==> src/rtl/mul_csa_seq.sv <==
// mul_csa_seq -- iterative unsigned multiplier for the integer ALU.
//
// Folds two partial products per cycle into a carry-save accumulator
// (sum, carry) through a row of 2*WIDTH 4:2 compressors, then resolves the
// accumulator with a single carry-propagate add. The 2*WIDTH product is
// presented over a valid/ready handshake and held until it is consumed.
//
// Optional build macro:
//   MUL_EARLY_EXIT_EN  leave COMPRESS as soon as the remaining multiplier
//                      bits are all zero. The result is unchanged; only the
//                      latency shrinks for small multipliers.
//
// Parameters:
//   WIDTH        operand width in bits (even, >= 4)
//
// Ports:
//   clk_i        clock
//   rst_i        synchronous active-high reset
//   in_valid_i   operands valid
//   in_ready_o   block can accept operands (IDLE only)
//   a_i          multiplicand, unsigned
//   b_i          multiplier, unsigned
//   abort_i      synchronous cancel of the current operation
//   out_valid_o  product valid (DONE)
//   out_ready_i  consumer accepts product
//   product_o    a*b, changes only in RESOLVE or on reset
//   busy_o       operation in progress (state != IDLE)
//
// state    | meaning
// ---------+-------------------------------------------------------------
// IDLE     | waiting for operands, in_ready_o=1
// COMPRESS | one 4:2 compression step per cycle, WIDTH/2 steps
// RESOLVE  | carry-propagate add S + C into product_o
// DONE     | out_valid_o=1, product held until out_ready_i

module mul_csa_seq #(
  parameter int WIDTH = 32
) (
  input  logic               clk_i,
  input  logic               rst_i,
  input  logic               in_valid_i,
  output logic               in_ready_o,
  input  logic [WIDTH-1:0]   a_i,
  input  logic [WIDTH-1:0]   b_i,
  input  logic               abort_i,
  output logic               out_valid_o,
  input  logic               out_ready_i,
  output logic [2*WIDTH-1:0] product_o,
  output logic               busy_o
);

  localparam int PW    = 2 * WIDTH;
  localparam int STEPS = WIDTH / 2;
  localparam int CNT_W = $clog2(STEPS) + 1;
  localparam logic [CNT_W-1:0] LAST_STEP = CNT_W'(STEPS - 1);

  typedef enum logic [1:0] {
    IDLE     = 2'd0,
    COMPRESS = 2'd1,
    RESOLVE  = 2'd2,
    DONE     = 2'd3
  } state_t;

  state_t            state;
  logic [PW-1:0]     a_q;
  logic [WIDTH-1:0]  b_q;
  logic [PW-1:0]     s_q;
  logic [PW-1:0]     c_q;
  logic [CNT_W-1:0]  count;

  // Compressor row datapath
  logic [PW-1:0]     pp0;
  logic [PW-1:0]     pp1;
  logic [PW-1:0]     t_vec;
  logic [PW-2:0]     cout_vec;
  logic [PW-1:0]     cin_vec;
  logic [PW-1:0]     csa_sum;
  logic [PW-2:0]     csa_carry;
  logic [WIDTH-1:0]  b_next;
  logic              last_step;

  assign pp0 = b_q[0] ? a_q : '0;
  assign pp1 = b_q[1] ? {a_q[PW-2:0], 1'b0} : '0;

  // Each 4:2 cell takes S[k], C[k], pp0[k], pp1[k] plus the lateral carry
  // from column k-1. The lateral carry-out is the majority of C, pp0, pp1,
  // so it never depends on the incoming lateral carry: no ripple chain.
  // Column PW-1 lateral carry-out and cell carry fall off the top (mod 2^PW).
  assign t_vec     = c_q ^ pp0 ^ pp1;
  assign cout_vec  = (c_q[PW-2:0] & pp0[PW-2:0]) |
                     (c_q[PW-2:0] & pp1[PW-2:0]) |
                     (pp0[PW-2:0] & pp1[PW-2:0]);
  assign cin_vec   = {cout_vec, 1'b0};
  assign csa_sum   = s_q ^ t_vec ^ cin_vec;
  assign csa_carry = (s_q[PW-2:0] & t_vec[PW-2:0]) |
                     (s_q[PW-2:0] & cin_vec[PW-2:0]) |
                     (t_vec[PW-2:0] & cin_vec[PW-2:0]);

  assign b_next = b_q >> 2;

`ifdef MUL_EARLY_EXIT_EN
  // Nothing left to fold once the shifted multiplier is zero.
  assign last_step = (count == LAST_STEP) || (b_next == '0);
`else
  assign last_step = (count == LAST_STEP);
`endif

  always_ff @(posedge clk_i) begin
    if (rst_i) begin
      state       <= IDLE;
      a_q         <= '0;
      b_q         <= '0;
      s_q         <= '0;
      c_q         <= '0;
      count       <= '0;
      product_o   <= '0;
      in_ready_o  <= 1'b1;
      out_valid_o <= 1'b0;
      busy_o      <= 1'b0;
    end else begin
      case (state)
        IDLE: begin
          if (in_valid_i && !abort_i) begin
            a_q        <= {{WIDTH{1'b0}}, a_i};
            b_q        <= b_i;
            s_q        <= '0;
            c_q        <= '0;
            count      <= '0;
            state      <= COMPRESS;
            in_ready_o <= 1'b0;
            busy_o     <= 1'b1;
          end
        end

        COMPRESS: begin
          if (abort_i) begin
            state      <= IDLE;
            in_ready_o <= 1'b1;
            busy_o     <= 1'b0;
          end else begin
            s_q   <= csa_sum;
            c_q   <= {csa_carry, 1'b0};
            a_q   <= a_q << 2;
            b_q   <= b_next;
            count <= count + 1'b1;
            if (last_step) begin
              state <= RESOLVE;
            end
          end
        end

        RESOLVE: begin
          if (abort_i) begin
            state      <= IDLE;
            in_ready_o <= 1'b1;
            busy_o     <= 1'b0;
          end else begin
            product_o   <= s_q + c_q;
            state       <= DONE;
            out_valid_o <= 1'b1;
          end
        end

        DONE: begin
          // Abort takes precedence over the consumer handshake.
          if (abort_i || out_ready_i) begin
            state       <= IDLE;
            out_valid_o <= 1'b0;
            in_ready_o  <= 1'b1;
            busy_o      <= 1'b0;
          end
        end

        default: begin
          state       <= IDLE;
          out_valid_o <= 1'b0;
          in_ready_o  <= 1'b1;
          busy_o      <= 1'b0;
        end
      endcase
    end
  end

endmodule

==> config.mk <==
export PLATFORM = sky130hd
export DESIGN_NAME = mul_csa_seq
export DESIGN_NICKNAME = d
export VERILOG_FILES = /design/src/rtl/mul_csa_seq.sv
export SDC_FILE = /design/constraint.sdc
export NUM_CORES = 1
export LEC_CHECK = 0
export BUFFER_PORTS_ARGS = -buffer_cell sky130_fd_sc_hd__buf_4
export CORE_MARGIN = 2
export CORE_UTILIZATION = 61
export CTS_CLUSTER_SIZE = 14
export DETAILED_ROUTE_END_ITERATION = 10
export PLACE_DENSITY = 0.81
export SYNTH_ARGS = -nofsm -noshare
export SYNTH_HDL_FRONTEND = slang
export SYNTH_SLANG_ARGS = --single-unit
==> constraint.sdc <==
create_clock -name clk_i -period 4.26 [get_ports clk_i]
set_input_delay 0.852 -clock clk_i [delete_from_list [all_inputs] [get_ports clk_i]]
set_output_delay 0.852 -clock clk_i [all_outputs]
set_load 0.05 [all_outputs]
## Word-level counts from Yosys, hierarchy flattened

Index checks and enable logic that the tools add are counted.
W data, S select, Z words.

| word-level totals | value |
|---|---|
| register bits after elaboration | 298 |
| output and inout port bits | 67 |

| operators by class | value |
|---|---|
| add/subtract/negate cells | 2 |
| equality and inequality tests | 10 |
| multiplexer cells | 32 |
| bitwise operators | 15 |
| reductions and logical operators | 12 |

Operators by type and width:

| operator | count |
|---|---|
| $mux W64 | 7 |
| $pmux W64 S2 | 3 |
| $and A63 B63 Y63 | 6 |
| $xor A64 B64 Y64 | 4 |
| $or A63 B63 Y63 | 4 |
| $add A64 B64 Y64 | 1 |
| $mux W32 | 2 |
| $pmux W32 S2 | 1 |
| $reduce_and A3 Y1 | 4 |
| $mux W2 | 5 |
| $mux W5 | 2 |
| $pmux W5 S2 | 1 |
| $ne A2 B2 Y1 const B | 4 |
| $pmux W2 S4 | 1 |
| $mux W1 | 7 |
| $pmux W1 S3 | 2 |
| $add A5 B1 Y5 const B | 1 |
| $eq A5 B4 Y1 const B | 1 |
| $eq A2 B2 Y1 const B | 2 |
| $reduce_bool A2 Y1 | 2 |
| $ne A3 B3 Y1 const B | 1 |
| $eq A2 B1 Y1 const B | 1 |
| $logic_not A2 Y1 | 1 |
| $ne A2 B1 Y1 const B | 1 |
| other kinds (7) | 7 |

## Depth between registers and ports, before layout

Gate-level depths: netlist (run 1).

| depth | value |
|---|---|
| depth after elaboration | 9 |
| depth in mapped cells | 12 |

## Worst setup path after synthesis (run 1)

Ideal clock, no wire load.

| timing path | value |
|---|---|
| path type | reg-to-reg |
| from | register c_q[1] |
| to | register product_o[61] |
| library setup time | 0.086 ns |
| data arrival time | 2.874 ns |
| required time | 4.174 ns |
| slack | 1.301 ns |
| stages on the path, launching flop included | 13 |
| buffers on the path | 0 |
| clock period less this slack | 2.959 ns |
| path through | dfxtp_1 -> ha_1 -> fa_1 -> a21oi_1 -> o211ai_1 -> a221oi_2 -> o311ai_0 -> a31o_2 -> a41o_1 -> nand4_1 -> a31oi_1 -> xnor2_1 -> a211oi_1 |

| between the ends | value |
|---|---|
| longest elaborated chain between the ends | 1 |

Ends and longest elaborated chain:

| what | RTL line | RTL |
|---|---|---|
| from (decl) | 68 | `logic [PW-1:0] c_q;` |
| from (signal assigned) | 142 | `c_q <= {csa_carry, 1'b0};` |
| $add A64 B64 Y64 | 158 | `product_o <= s_q + c_q;` |
| to (signal assigned) | 158 |  |
| to (decl) | 48 | `output logic [2*WIDTH-1:0] product_o,` |

Every way passes these cells.
A chain may end at the register's enable or synchronous reset.

## Worst setup path in the final report (run 1)

Ends and elaborated chain as after synthesis.

==> results of run 1 <==
[through the flow]
step | instance area (sq um) | cells | setup slack (ns) | util
global placement | 18580 | 2325 | 0.8269 | 0.6652
floorplan | 17440 | 1938 | 1.301 | -
global route | 19760 | 2386 | 0.3175 | 0.7074
CTS | 19760 | 2385 | 0.6115 | 0.7073
detailed placement | 18580 | 2325 | 0.6489 | 0.6652
finish | 19760 | 2386 | 0.5297 | 0.7074
[cell families after synthesis]
logic type / share of synthesized area
mux: 0.01837
fa+ha+maj: 0.1933
simple gates: 0.1698
buf+inv: 0.03660
flops: 0.3410
compound gates: 0.2128
xor+xnor: 0.02813
[layout make-up]
type,count,area (sq um),area share
well taps,378,473.0,0.02393
repair buffers,151,1190,0.06022
clock inverters,15,201.4,0.01019
multi-input cells,1475,10880,0.5507
diodes,1,2.502,0.0001266
clock buffers,45,974.7,0.04933
flip-flops and latches,297,5946,0.3009
inverters,24,90.09,0.004559
[flip-flops by register name, summed over array words and instances (netlist names), 2 cells and up]
name,cells
state,2
c_q,63
a_q,64
product_o,64
count,5
s_q,64
b_q,32
[path summary, 6_finish.rpt]
path / from / to / slack, ns / cells after the start
hold reg to reg: product_o[33]$_SDFFE_PP0P_ / product_o[33]$_SDFFE_PP0P_ / 0.45 / 2
hold / removal: product_o[33]$_SDFFE_PP0P_ / product_o[33]$_SDFFE_PP0P_ / 0.45 / 2
setup reg to reg: c_q[1]$_SDFFE_PP0P_ / product_o[61]$_SDFFE_PP0P_ / 0.53 / 12
setup / recovery: c_q[1]$_SDFFE_PP0P_ / product_o[61]$_SDFFE_PP0P_ / 0.53 / 12
[metal layers]
layer,vias up,part of all wire,GRT usage
met5,-,0,0
met4,0,0.024,0.08757
met3,76,0.067,0.04661
met2,501,0.47,0.4668
met1,7057,0.44,0.3928
li1,6906,-,-
[power breakdown]
part	leakage [nW]	switching [mW]	total, mW	internal (mW)
Clock	0.571	1.23	3.09	1.87
Combinational	5.56	0.425	0.632	0.208
Sequential	2.40	0.0601	2.91	2.85
Total	8.53	1.71	6.63	4.92
[Yosys cell counts, types with 3 or more instances]
library cell               count  area (sq um)
sky130_fd_sc_hd__nor2b_1      10         62.56
sky130_fd_sc_hd__or3_1         5         31.28
sky130_fd_sc_hd__a41oi_1       3         26.28
sky130_fd_sc_hd__a211oi_1     39         292.8
sky130_fd_sc_hd__nor2_1      239         897.1
sky130_fd_sc_hd__o211ai_1      8         60.06
sky130_fd_sc_hd__ha_1         71         888.4
sky130_fd_sc_hd__nand3b_1      4         30.03
sky130_fd_sc_hd__nor3_1       13         65.06
sky130_fd_sc_hd__nor3b_1       5         37.54
sky130_fd_sc_hd__o21bai_1      9         67.56
sky130_fd_sc_hd__a21o_1       42         315.3
sky130_fd_sc_hd__fa_1        124          2482
sky130_fd_sc_hd__a21oi_1     156         780.8
sky130_fd_sc_hd__clkbuf_1    124         465.5
sky130_fd_sc_hd__and2_1      129         807.0
sky130_fd_sc_hd__dfxtp_1     297          5946
sky130_fd_sc_hd__xnor2_1      35         306.5
sky130_fd_sc_hd__o21ai_0      45         225.2
sky130_fd_sc_hd__o21a_1        6         45.04
sky130_fd_sc_hd__inv_1        24         90.09
sky130_fd_sc_hd__buf_2        11         55.05
sky130_fd_sc_hd__nand2b_1      6         37.54
sky130_fd_sc_hd__xor2_1       21         183.9
sky130_fd_sc_hd__nand2_1     175         656.9
sky130_fd_sc_hd__a31oi_1      13         81.33
sky130_fd_sc_hd__a22oi_1     194          1456
sky130_fd_sc_hd__buf_1         6         22.52
sky130_fd_sc_hd__and3_1       10         62.56
sky130_fd_sc_hd__nand3_1      19         95.09
sky130_fd_sc_hd__nand4_1      21         131.4
sky130_fd_sc_hd__mux2i_1      32         320.3
[placed cells by master (no fill, tap or decap), types with 6 or more instances in the layout]
cell type,n
sky130_fd_sc_hd__a211oi_1,39
sky130_fd_sc_hd__a21o_1,42
sky130_fd_sc_hd__a21oi_1,156
sky130_fd_sc_hd__a22oi_1,194
sky130_fd_sc_hd__a31oi_1,13
sky130_fd_sc_hd__and2_1,129
sky130_fd_sc_hd__and3_1,10
sky130_fd_sc_hd__buf_4,146
sky130_fd_sc_hd__clkbuf_16,36
sky130_fd_sc_hd__dfxtp_1,297
sky130_fd_sc_hd__fa_1,124
sky130_fd_sc_hd__ha_1,70
sky130_fd_sc_hd__inv_1,24
sky130_fd_sc_hd__mux2i_1,32
sky130_fd_sc_hd__nand2_1,175
sky130_fd_sc_hd__nand3_1,19
sky130_fd_sc_hd__nand4_1,21
sky130_fd_sc_hd__nor2_1,238
sky130_fd_sc_hd__nor2b_1,9
sky130_fd_sc_hd__nor3_1,13
sky130_fd_sc_hd__o211ai_1,8
sky130_fd_sc_hd__o21a_1,6
sky130_fd_sc_hd__o21ai_0,45
sky130_fd_sc_hd__o21bai_1,9
sky130_fd_sc_hd__xnor2_1,35
sky130_fd_sc_hd__xor2_1,21
[worst max-delay path: cells and delay by family, from the launching register on]
| family | cells | cell delay [ns] |
|---|---|---|
| xor gates and xnor gates | 1 | 0.14 |
| DFF | 1 | 0.35 |
| AOI/OAI and AO/OA | 8 | 2.33 |
| adders and majority gates | 2 | 0.68 |
| and+or+nand+nor | 1 | 0.13 |
==> results_tabular.tex, run 1 <==
\begin{tabular}{lr}
\hline
Metric & Value \\
\hline
\multicolumn{2}{l}{\textbf{Logic synthesis}} \\
Async SR Flop Fraction & 0 \\
Seq cells post-synth & 297 \\
Number of warnings issued by yosys & 0 \\
Top flip-flop cell by instance count after synthesis & sky130\_fd\_sc\_hd\_\_dfxtp\_1 \\
Number of flops mapped to enable cells by yosys & 0 \\
Portion of the post-synthesis area used by sequential elements & 0.3410 \\
Netlist Area Pre-Place & 17440 sq um \\
Synthesized net count & 2202 \\
Synthesized netlist cell count & 1938 \\
Avg Cell Area, Syn & 8.997 sq um \\
Post-synth cell types & 64 \\
\multicolumn{2}{l}{\textbf{Pwr}} \\
Overall Power & 6.633 mW \\
VDD IR-drop max & 0.0003176 V \\
Pleak & 8.529 nW \\
PD cells & 335.7 nW/um\^{}2 \\
\multicolumn{2}{l}{\textbf{Clock network}} \\
Worst-case clock buffer depth & 3 \\
Cell chosen for the clock root & sky130\_fd\_sc\_hd\_\_clkbuf\_16 \\
CTS H-tree depth & 2 \\
Clock Sink Count & 297 \\
Clock buffer count from CTS & 35 \\
Post CTS Setup Buffer Count & 0 \\
Clock slew seen by the registers of the worst setup and hold paths & 0.06 ns \\
Hold-fix buffers at CTS & 0 \\
Post-cts repair resize count & 0 \\
Clock tree from TritonCTS & yes \\
Insertion delay of the later-clocked pin in the worst-skew pair & 0.53 ns \\
\multicolumn{2}{l}{\textbf{Layout}} \\
Final layout net count & 2248 \\
Share of layout cells above drive strength 1 & 0.1121 \\
P\&R area growth vs syn & 13.33\% \\
Final-layout fill cell count & 2226 \\
\multicolumn{2}{l}{\textbf{Worst setup path}} \\
Biggest cell delay along the critical path & 0.58 ns \\
Library cell contributing the largest single delay on the critical path & sky130\_fd\_sc\_hd\_\_a221oi\_2 \\
Arrival time at the worst endpoint & 4.17 ns \\
Critical path capture point type & register \\
Required time of the critical path & 4.70 ns \\
Cell chain of the critical path & ha\_1, fa\_1, a21oi\_1, o211ai\_1, a221oi\_2, o311ai\_0, a31o\_2, a41o\_1, nand4\_1, a31oi\_1, xnor2\_1, a211oi\_1 \\
Critical path start-end classification & register to register \\
Nature of the critical path startpoint & register \\
Max Fanout on Critical Path & 4 \\
\multicolumn{2}{l}{\textbf{STA}} \\
Relative max-transition margin & 0.2362 \\
Hold WS & 0.4488 ns \\
Final critical path time including I/O delays and setup & 3.730 ns \\
Max-slew violation total from the final report & 0 \\
Final setup vio count & 0 \\
Setup TNS & 0 ns \\
Hold violation total from the final report & 0 \\
Share of the cycle needed by the critical path after routing & 0.8757 \\
Clock tree skew after final layout & 0.01980 ns \\
Slew at the pin closest to its max-slew limit & 1.142 ns \\
RSZ-0062 raised after global routing & no \\
Maximum clock rate & 0.2681 GHz \\
\multicolumn{2}{l}{\textbf{Die}} \\
Floorplan core area & 27930 sq um \\
Die Ht & 173.1 microns \\
Number of primary I/O pins & 136 \\
Floorplan die area & 29950 sq um \\
Initial cell density of the core & 0.6242 \\
Die width & 173.1 microns \\
Core Rows & 61 \\
\multicolumn{2}{l}{\textbf{GRT}} \\
Wire length of the first global-routing pass & 71680 microns \\
Initial antenna violation count & 1 \\
Total GRT Usage & 0.2862 \\
Maximum number of pins on one net before global-route repair & 150 \\
Vias in the first global route & 14202 \\
Overflow left after global routing & 0 \\
\multicolumn{2}{l}{\textbf{Route}} \\
Number of remaining DRC errors & 0 \\
Remaining antenna violation count after routing & 0 \\
Via density per instance & 6.094 \\
DR iter-0 viols & 1228 \\
Total vias in the final route & 14540 \\
First-pass detailed-route iteration total & 5 \\
Average detailed-routed wire length per instance & 18.16 microns \\
Final routed wirelength across all metal layers & 43330 microns \\
\multicolumn{2}{l}{\textbf{Placement}} \\
Global placer's final weighted congestion & 0.9202 \\
Placed wire-length estimate after detailed placement & 29790 microns \\
IO buf count & 135 \\
\multicolumn{2}{l}{\textbf{Outcome}} \\
Result of the run & finished, final reports clean \\
\multicolumn{2}{l}{\textbf{Min path}} \\
Type of the most critical hold path & register to register \\
\multicolumn{2}{l}{\textbf{Flow run}} \\
Maximum capacitance violations & 0 \\
\hline
\end{tabular}
Power figures use the tool's default switching activity.
==> run 2, diff against run 1 <==
--- a/config.mk
+++ b/config.mk
@@ -7,10 +7,10 @@
 export LEC_CHECK = 0
 export BUFFER_PORTS_ARGS = -buffer_cell sky130_fd_sc_hd__buf_4
 export CORE_MARGIN = 2
-export CORE_UTILIZATION = 61
+export CORE_UTILIZATION = 52
 export CTS_CLUSTER_SIZE = 14
 export DETAILED_ROUTE_END_ITERATION = 10
-export PLACE_DENSITY = 0.81
+export PLACE_DENSITY = 0.71
 export SYNTH_ARGS = -nofsm -noshare
 export SYNTH_HDL_FRONTEND = slang
 export SYNTH_SLANG_ARGS = --single-unit
==> results_tabular.tex, run 2 (same netlist as run 1, synthesis figures left out) <==
\begin{tabular}{lr}
\hline
Metric & Value \\
\hline
\multicolumn{2}{l}{\textbf{Die}} \\
Core Rows & 67 (+9.8\%) \\
Floorplan core area & 33280 sq um (+19\%) \\
Die width & 187.1 microns (+8.1\%) \\
Number of primary I/O pins & 136 (unchanged) \\
Die Ht & 187.1 microns (+8.1\%) \\
Initial cell density of the core & 0.5239 (-0.1003) \\
Floorplan die area & 35010 sq um (+17\%) \\
\multicolumn{2}{l}{\textbf{GRT}} \\
Vias in the first global route & 14168 (-0.24\%) \\
Total GRT Usage & 0.2525 (-0.03370) \\
Overflow left after global routing & 0 (unchanged) \\
Initial antenna violation count & 1 (unchanged) \\
Wire length of the first global-routing pass & 73730 microns (+2.9\%) \\
Maximum number of pins on one net before global-route repair & 197 (+31\%) \\
\multicolumn{2}{l}{\textbf{Route}} \\
Average detailed-routed wire length per instance & 17.90 microns (-1.4\%) \\
Number of remaining DRC errors & 0 (unchanged) \\
First-pass detailed-route iteration total & 7 (+2) \\
Via density per instance & 5.835 (-4.2\%) \\
Total vias in the final route & 14314 (-1.6\%) \\
Final routed wirelength across all metal layers & 43920 microns (+1.4\%) \\
DR iter-0 viols & 1164 (-5.2\%) \\
Remaining antenna violation count after routing & 0 (unchanged) \\
\multicolumn{2}{l}{\textbf{Worst setup path}} \\
Required time of the critical path & 4.68 ns (-0.02 ns) \\
Nature of the critical path startpoint & register \\
Critical path start-end classification & register to register \\
Library cell contributing the largest single delay on the critical path & sky130\_fd\_sc\_hd\_\_a221oi\_2 \\
Critical path capture point type & register \\
Max Fanout on Critical Path & 4 (unchanged) \\
Arrival time at the worst endpoint & 4.15 ns (-0.02 ns) \\
Biggest cell delay along the critical path & 0.65 ns (+0.07 ns) \\
Cell chain of the critical path & ha\_1, fa\_1, a21oi\_1, o211ai\_1, a221oi\_2, o311ai\_0, a31o\_2, a41o\_1, nand4\_1, a31oi\_1, xnor2\_1, a211oi\_1 \\
\multicolumn{2}{l}{\textbf{Clock network}} \\
Insertion delay of the later-clocked pin in the worst-skew pair & 0.52 ns (about the same) \\
Hold-fix buffers at CTS & 0 (unchanged) \\
Clock slew seen by the registers of the worst setup and hold paths & 0.06 ns (about the same) \\
Worst-case clock buffer depth & 3 (unchanged) \\
Post-cts repair resize count & 0 (unchanged) \\
Clock buffer count from CTS & 35 (unchanged) \\
CTS H-tree depth & 2 (unchanged) \\
Post CTS Setup Buffer Count & 0 (unchanged) \\
Clock Sink Count & 297 (unchanged) \\
Cell chosen for the clock root & sky130\_fd\_sc\_hd\_\_clkbuf\_16 \\
Clock tree from TritonCTS & yes \\
\multicolumn{2}{l}{\textbf{Layout}} \\
Commonest cells after routing, fill and taps aside & sky130\_fd\_sc\_hd\_\_dfxtp\_1, sky130\_fd\_sc\_hd\_\_nor2\_1, sky130\_fd\_sc\_hd\_\_a22oi\_1 \\
Share of layout cells above drive strength 1 & 0.1113 (-0.0008302) \\
Most common library cell in the layout ignoring fill and taps & sky130\_fd\_sc\_hd\_\_dfxtp\_1 \\
Final core utilization & 0.5952 (-0.1121) \\
Largest registers & a\_q (64), product\_o (64), s\_q (64) \\
Final-layout fill cell count & 2937 (+32\%) \\
Final layout net count & 2244 (-0.18\%) \\
P\&R area growth vs syn & 13.61\% \\
\multicolumn{2}{l}{\textbf{Flow run}} \\
Maximum capacitance violations & 0 (unchanged) \\
\multicolumn{2}{l}{\textbf{Min path}} \\
Type of the most critical hold path & register to register \\
\multicolumn{2}{l}{\textbf{Placement}} \\
Global placer's final weighted congestion & 0.8941 (-2.8\%) \\
IO buf count & 135 (unchanged) \\
Placed wire-length estimate after detailed placement & 30150 microns (+1.2\%) \\
\multicolumn{2}{l}{\textbf{STA}} \\
Setup TNS & 0 ns (unchanged) \\
Max-slew violation total from the final report & 0 (unchanged) \\
Final critical path time including I/O delays and setup & 3.725 ns (-0.005498 ns) \\
Clock tree skew after final layout & 0.01598 ns (-0.003823 ns) \\
Hold violation total from the final report & 0 (unchanged) \\
Slew at the pin closest to its max-slew limit & 1.099 ns (-0.04295 ns) \\
Relative max-transition margin & 0.2649 (+0.02874) \\
Maximum clock rate & 0.2685 GHz (+0.15\%) \\
Final setup vio count & 0 (unchanged) \\
RSZ-0062 raised after global routing & no \\
Share of the cycle needed by the critical path after routing & 0.8744 (-0.001291) \\
\multicolumn{2}{l}{\textbf{Pwr}} \\
VDD IR-drop max & 0.0002818 V (-11\%) \\
Pleak & 8.520 nW (-0.11\%) \\
Overall Power & 6.558 mW (-1.1\%) \\
PD cells & 331.0 nW/um\^{}2 (-1.4\%) \\
\multicolumn{2}{l}{\textbf{Outcome}} \\
Result of the run & finished, final reports clean \\
\hline
\end{tabular}
[run 2: cell count changes in the layout (fill, tap and decap cells not counted), sizes merged]
cell,previous run,this run
clkinvlp,3,0
clkinv,6,10
bufinv,4,2
inv,26,25
clkbuf,46,49
buf,150,146
[run 2: power breakdown]
part	internal, mW	leakage, nW	switching (mW)
combinational	0.202	5.54	0.417
sequential	2.85	2.40	0.0633
clock	1.81	0.581	1.22
[run 2: final cells by class]
cell class / count / area, sq um / area share
diodes: 1 / 2.502 / 0.0001263
clock buffers: 48 / 1026 / 0.05179
clock inverters: 13 / 130.1 / 0.006569
inverters: 24 / 90.09 / 0.004547
multi-input cells: 1475 / 10880 / 0.5494
flip-flops and latches: 297 / 5946 / 0.3001
well taps: 448 / 560.5 / 0.02830
repair buffers: 147 / 1172 / 0.05918
[run 2: final timing paths]
| check | slack [ns] | end | from | cells past startpoint |
|---|---|---|---|---|
| max | 0.54 | product_o[61]$_SDFFE_PP0P_ | s_q[1]$_SDFFE_PP0P_ | 12 |
| min | 0.45 | product_o[25]$_SDFFE_PP0P_ | product_o[25]$_SDFFE_PP0P_ | 2 |
| max reg2reg | 0.54 | product_o[61]$_SDFFE_PP0P_ | s_q[1]$_SDFFE_PP0P_ | 12 |
| min reg2reg | 0.45 | product_o[25]$_SDFFE_PP0P_ | product_o[25]$_SDFFE_PP0P_ | 2 |
[run 2: metal layers]
layer,vias up,part of all wire,track usage
met5,-,0,0
met4,0,0.024,0.07234
met3,78,0.052,0.03677
met2,364,0.48,0.4105
met1,6971,0.45,0.3511
li1,6901,-,-
[run 2: metrics by stage]
step	hold slack (ns)	cells	area [sq um]	setup slack, ns
6_report	0.4516	2453	19810	0.5352
3_5_place_dp	0.4471	2391	18650	0.6954
3_3_place_gp	0.4408	2391	18650	0.7919
5_1_grt	0.4700	2453	19810	0.3989
4_1_cts	0.4540	2452	19810	0.6567
2_1_floorplan	0.4489	1938	17440	1.301
[run 2: worst max-delay path: cells and delay by family (launching register included)]
kind / cells / cell delay [ns]
adder cells (fa/ha/maj): 2 / 0.68
AO/OA/AOI/OAI: 8 / 2.35
flip-flops: 1 / 0.33
XOR/XNOR: 1 / 0.14
AND/OR/NAND/NOR: 1 / 0.12
==> run 3, diff against run 2 <==
--- a/config.mk
+++ b/config.mk
@@ -5,12 +5,13 @@
 export SDC_FILE = /design/constraint.sdc
 export NUM_CORES = 1
 export LEC_CHECK = 0
+export ABC_AREA = 1
 export BUFFER_PORTS_ARGS = -buffer_cell sky130_fd_sc_hd__buf_4
 export CORE_MARGIN = 2
 export CORE_UTILIZATION = 52
 export CTS_CLUSTER_SIZE = 14
 export DETAILED_ROUTE_END_ITERATION = 10
-export PLACE_DENSITY = 0.71
+export PLACE_DENSITY = 0.7
 export SYNTH_ARGS = -nofsm -noshare
 export SYNTH_HDL_FRONTEND = slang
 export SYNTH_SLANG_ARGS = --single-unit
==> results_tabular.tex, run 3 <==
\begin{tabular}{lr}
\hline
Metric & Value \\
\hline
\multicolumn{2}{l}{\textbf{Route}} \\
Final routed wirelength across all metal layers & 55400 microns (+26\%) \\
Met1 wire length & 26410 microns (+34\%) \\
Average detailed-routed wire length per instance & 15.10 microns (-16\%) \\
DR iter-0 viols & 1741 (+50\%) \\
Sum of met2 wire segment lengths after detailed routing & 23410 microns (+12\%) \\
Number of remaining DRC errors & 0 (unchanged) \\
DR top layer & met4 \\
First-pass detailed-route iteration total & 7 (unchanged) \\
Routed met3 length & 4156 microns (+83\%) \\
Total vias in the final route & 18640 (+30\%) \\
Via density per instance & 5.082 (-13\%) \\
Remaining antenna violation count after routing & 0 (unchanged) \\
\multicolumn{2}{l}{\textbf{Clock network}} \\
Cell chosen for the clock root & sky130\_fd\_sc\_hd\_\_clkbuf\_16 \\
CTS H-tree depth & 2 (unchanged) \\
Clock Sink Count & 297 (unchanged) \\
Clock tree from TritonCTS & yes \\
Hold-fix buffers at CTS & 0 (unchanged) \\
Insertion delay of the later-clocked pin in the worst-skew pair & 0.56 ns (+0.04 ns) \\
Clock buffer count from CTS & 36 (+2.9\%) \\
Post CTS Setup Buffer Count & 0 (unchanged) \\
Post-cts repair resize count & 0 (unchanged) \\
Clock slew seen by the registers of the worst setup and hold paths & 0.06 ns (about the same) \\
Worst-case clock buffer depth & 3 (unchanged) \\
\multicolumn{2}{l}{\textbf{Layout}} \\
Final-layout fill cell count & 3652 (+24\%) \\
Commonest cells after routing, fill and taps aside & sky130\_fd\_sc\_hd\_\_nand2\_1, sky130\_fd\_sc\_hd\_\_inv\_1, sky130\_fd\_sc\_hd\_\_dfxtp\_1 \\
Share of layout cells above drive strength 1 & 0.06779 (-0.04349) \\
Final layout net count & 3402 (+52\%) \\
Most common library cell in the layout ignoring fill and taps & sky130\_fd\_sc\_hd\_\_nand2\_1 \\
Diode count & 0 (-1) \\
Largest registers & a\_q (64), product\_o (64), s\_q (64) \\
Area used by multi-input combinational logic & 11660 sq um (+7.2\%) \\
P\&R area growth vs syn & 12.30\% \\
Reg area & 5948 sq um (about the same) \\
\multicolumn{2}{l}{\textbf{Die}} \\
Floorplan die area & 40050 sq um (+14\%) \\
Number of primary I/O pins & 136 (unchanged) \\
Floorplan core area & 37760 sq um (+13\%) \\
Initial cell density of the core & 0.5298 (+0.005880) \\
Die width & 200.1 microns (+7.0\%) \\
Die Ht & 200.1 microns (+7.0\%) \\
Core Rows & 71 (+6.0\%) \\
\multicolumn{2}{l}{\textbf{STA}} \\
Final critical path time including I/O delays and setup & 2.765 ns (-0.9594 ns) \\
RSZ-0062 raised after global routing & no \\
Share of the cycle needed by the critical path after routing & 0.6492 (-0.2252) \\
Hold violation total from the final report & 0 (unchanged) \\
Max-slew violation total from the final report & 0 (unchanged) \\
Setup TNS & 0 ns (unchanged) \\
Maximum clock rate & 0.3616 GHz (+35\%) \\
Hold WS & 0.4646 ns (+0.01299 ns) \\
Slew at the pin closest to its max-slew limit & 1.145 ns (+0.04643 ns) \\
Relative max-transition margin & 0.2367 (-0.02825) \\
Final setup vio count & 0 (unchanged) \\
Clock tree skew after final layout & 0.02003 ns (+0.004055 ns) \\
\multicolumn{2}{l}{\textbf{Logic synthesis}} \\
Area fraction of the dominant cell type after synthesis & 0.2972 (-0.04375) \\
Netlist Area Pre-Place & 20000 sq um (+15\%) \\
Portion of the post-synthesis area used by sequential elements & 0.2972 (-0.04375) \\
Async SR Flop Fraction & 0 (unchanged) \\
Post-synth cell types & 31 (-52\%) \\
Top flip-flop cell by instance count after synthesis & sky130\_fd\_sc\_hd\_\_dfxtp\_1 \\
Avg Cell Area, Syn & 6.513 sq um (-28\%) \\
Largest area contributor in the netlist & sky130\_fd\_sc\_hd\_\_dfxtp\_1 \\
Seq cells post-synth & 297 (unchanged) \\
Cell types occupying the most area after synthesis & sky130\_fd\_sc\_hd\_\_dfxtp\_1, sky130\_fd\_sc\_hd\_\_nand2\_1, sky130\_fd\_sc\_hd\_\_fa\_1 \\
Synthesized netlist cell count & 3071 (+58\%) \\
Most used standard cells in the synthesized netlist & sky130\_fd\_sc\_hd\_\_nand2\_1, sky130\_fd\_sc\_hd\_\_inv\_1, sky130\_fd\_sc\_hd\_\_dfxtp\_1 \\
Number of warnings issued by yosys & 0 (unchanged) \\
Top-count cell post-synth & sky130\_fd\_sc\_hd\_\_nand2\_1 \\
Number of flops mapped to enable cells by yosys & 0 (unchanged) \\
Synthesized net count & 3335 (+51\%) \\
\multicolumn{2}{l}{\textbf{Placement}} \\
Placed wire-length estimate after detailed placement & 40880 microns (+36\%) \\
IO buf count & 135 (unchanged) \\
Global placer's final weighted congestion & 0.9170 (+2.6\%) \\
\multicolumn{2}{l}{\textbf{Pwr}} \\
Portion of total power attributed to the clock network & 0.354 (-0.107) \\
VDD IR-drop max & 0.0008961 V (+220\%) \\
Pleak & 11.99 nW (+41\%) \\
Register share of total power & 0.384 (-0.060) \\
Internal power summed over all cells & 5.506 mW (+13\%) \\
Relative contribution of combinational cells to total power & 0.262 (+0.168) \\
PD cells & 384.8 nW/um\^{}2 (+16\%) \\
Switching power total & 3.138 mW (+85\%) \\
Sw frac & 0.3630 (+0.1041) \\
\multicolumn{2}{l}{\textbf{Min path}} \\
Type of the most critical hold path & register to register \\
Hold Path Depth & 2 (unchanged) \\
Min-Delay Startpoint & b\_q[31]\$\_SDFFE\_PP0P\_ \\
Worst hold path endpoint & b\_q[31]\$\_SDFFE\_PP0P\_ \\
\multicolumn{2}{l}{\textbf{GRT}} \\
Overflow left after global routing & 0 (unchanged) \\
Vias in the first global route & 17264 (+22\%) \\
Wire length of the first global-routing pass & 89860 microns (+22\%) \\
Total GRT Usage & 0.2764 (+0.02394) \\
Maximum number of pins on one net before global-route repair & 197 (unchanged) \\
Initial antenna violation count & 0 (-1) \\
\multicolumn{2}{l}{\textbf{Worst setup path}} \\
Biggest cell delay along the critical path & 0.44 ns (-0.21 ns) \\
Max Fanout on Critical Path & 196 (+192) \\
Worst Reg2Reg Path Length in Cells & 10 (-2) \\
Cell chain of the critical path & inv\_1, ha\_1, inv\_2, nor2\_1, inv\_2, nor2\_4, nor2\_4, buf\_12, nand2\_1, a31oi\_1 \\
Critical path start-end classification & register to register \\
Library cell contributing the largest single delay on the critical path & sky130\_fd\_sc\_hd\_\_buf\_12 \\
Kind of cell adding the most delay to the critical path & buffers and inverters \\
Reg2Reg Setup Slack & 1.49 ns (+0.96 ns) \\
Nature of the critical path startpoint & register \\
Critical path startpoint & state[1]\$\_SDFFE\_PP0P\_ \\
Worst R2R End & a\_q[12]\$\_SDFFE\_PP0P\_ \\
Arrival time at the worst endpoint & 3.23 ns (-0.92 ns) \\
Critical path capture point type & register \\
Worst flop-to-flop path startpoint & state[1]\$\_SDFFE\_PP0P\_ \\
Number of buffer and inverter stages on the critical path & 4 (+4) \\
Required time of the critical path & 4.72 ns (+0.04 ns) \\
\multicolumn{2}{l}{\textbf{Outcome}} \\
Result of the run & finished, final reports clean \\
\multicolumn{2}{l}{\textbf{Flow run}} \\
Maximum capacitance violations & 0 (unchanged) \\
\hline
\end{tabular}
[run 3: cell types whose count changed in the layout (fill, tap and decap cells not counted), sizes merged, moves of 26 or more]
| cell | delta |
|---|---|
| inv | +479 |
| a211oi | -37 |
| o21ai | +30 |
| and2 | -129 |
| nand2 | +1026 |
| mux2i | -32 |
| xnor2 | -26 |
| a21o | -41 |
| nand3 | +70 |
| a31oi | +49 |
| a21oi | +61 |
| a22oi | -194 |
[run 3: worst max-delay path by stage]
stage	depth (start not counted)	end
2_1_floorplan	8	s_q[16]$_SDFFE_PP0P_
3_3_place_gp	10	count[3]$_SDFFE_PP0P_
3_5_place_dp	12	count[3]$_SDFFE_PP0P_
4_1_cts	12	count[3]$_SDFFE_PP0P_
5_1_grt	12	count[3]$_SDFFE_PP0P_
6_report	10	a_q[12]$_SDFFE_PP0P_
[run 3: worst min-delay path, delay by kind of cell, from the launching register on]
kind            cells  cell delay, ns
simple gates        1            0.06
compound gates      1            0.05
flops               1            0.31
[run 3: final cells by class]
class | count | area share
clock inverter | 10 | 0.006238
timing repair buffer | 147 | 0.05152
clock buffer | 47 | 0.04556
multi-input combinational | 2152 | 0.5192
inverter | 504 | 0.08427
sequential | 297 | 0.2648
tap | 511 | 0.02846
[run 3: metal layers]
layer / GRT usage / vias to the layer above
li1: - / 9448
met1: 0.4080 / 8495
met2: 0.4163 / 604
met3: 0.04702 / 93
met4: 0.07649 / 0
met5: 0 / -
[run 3: cell families (layout without fill, tap and decap cells)]
logic type               count (synthesis)  in the layout  share of synthesized area
buffers and inverters                  622            708                     0.1197
AND/OR/NAND/NOR                       1554           1554                     0.3015
XOR/XNOR                                33             33                    0.01445
flip-flops                             297            297                     0.2972
adder cells (fa/ha/maj)                195            195                     0.1685
AO/OA/AOI/OAI                          370            370                    0.09858
[run 3: power by group through the flow]
stage / registers (mW) / clock network (mW) / logic, mW
finish: 3.32 / 3.06 / 2.26
global route: 3.36 / 3.22 / 2.47
CTS: 3.32 / 3.11 / 2.26
detailed placement: 3.38 / 0 / 2.25
global placement: 3.36 / 0 / 2.23
floorplan: 3.74 / 0 / 1.26
[run 3: per-stage QoR]
| step | total power, mW | utilization | setup WS (ns) | std cells | cell area, sq um |
|---|---|---|---|---|---|
| after floorplan | 5.001 | - | 2.097 | 3071 | 20000 |
| after global placement | 5.593 | 0.5642 | 1.629 | 3611 | 21300 |
| after detailed placement | 5.629 | 0.5642 | 1.571 | 3611 | 21300 |
| after CTS | 8.694 | 0.5950 | 1.559 | 3668 | 22460 |
| after global routing | 9.051 | 0.5950 | 1.278 | 3668 | 22460 |
| final | 8.644 | 0.5950 | 1.495 | 3668 | 22460 |
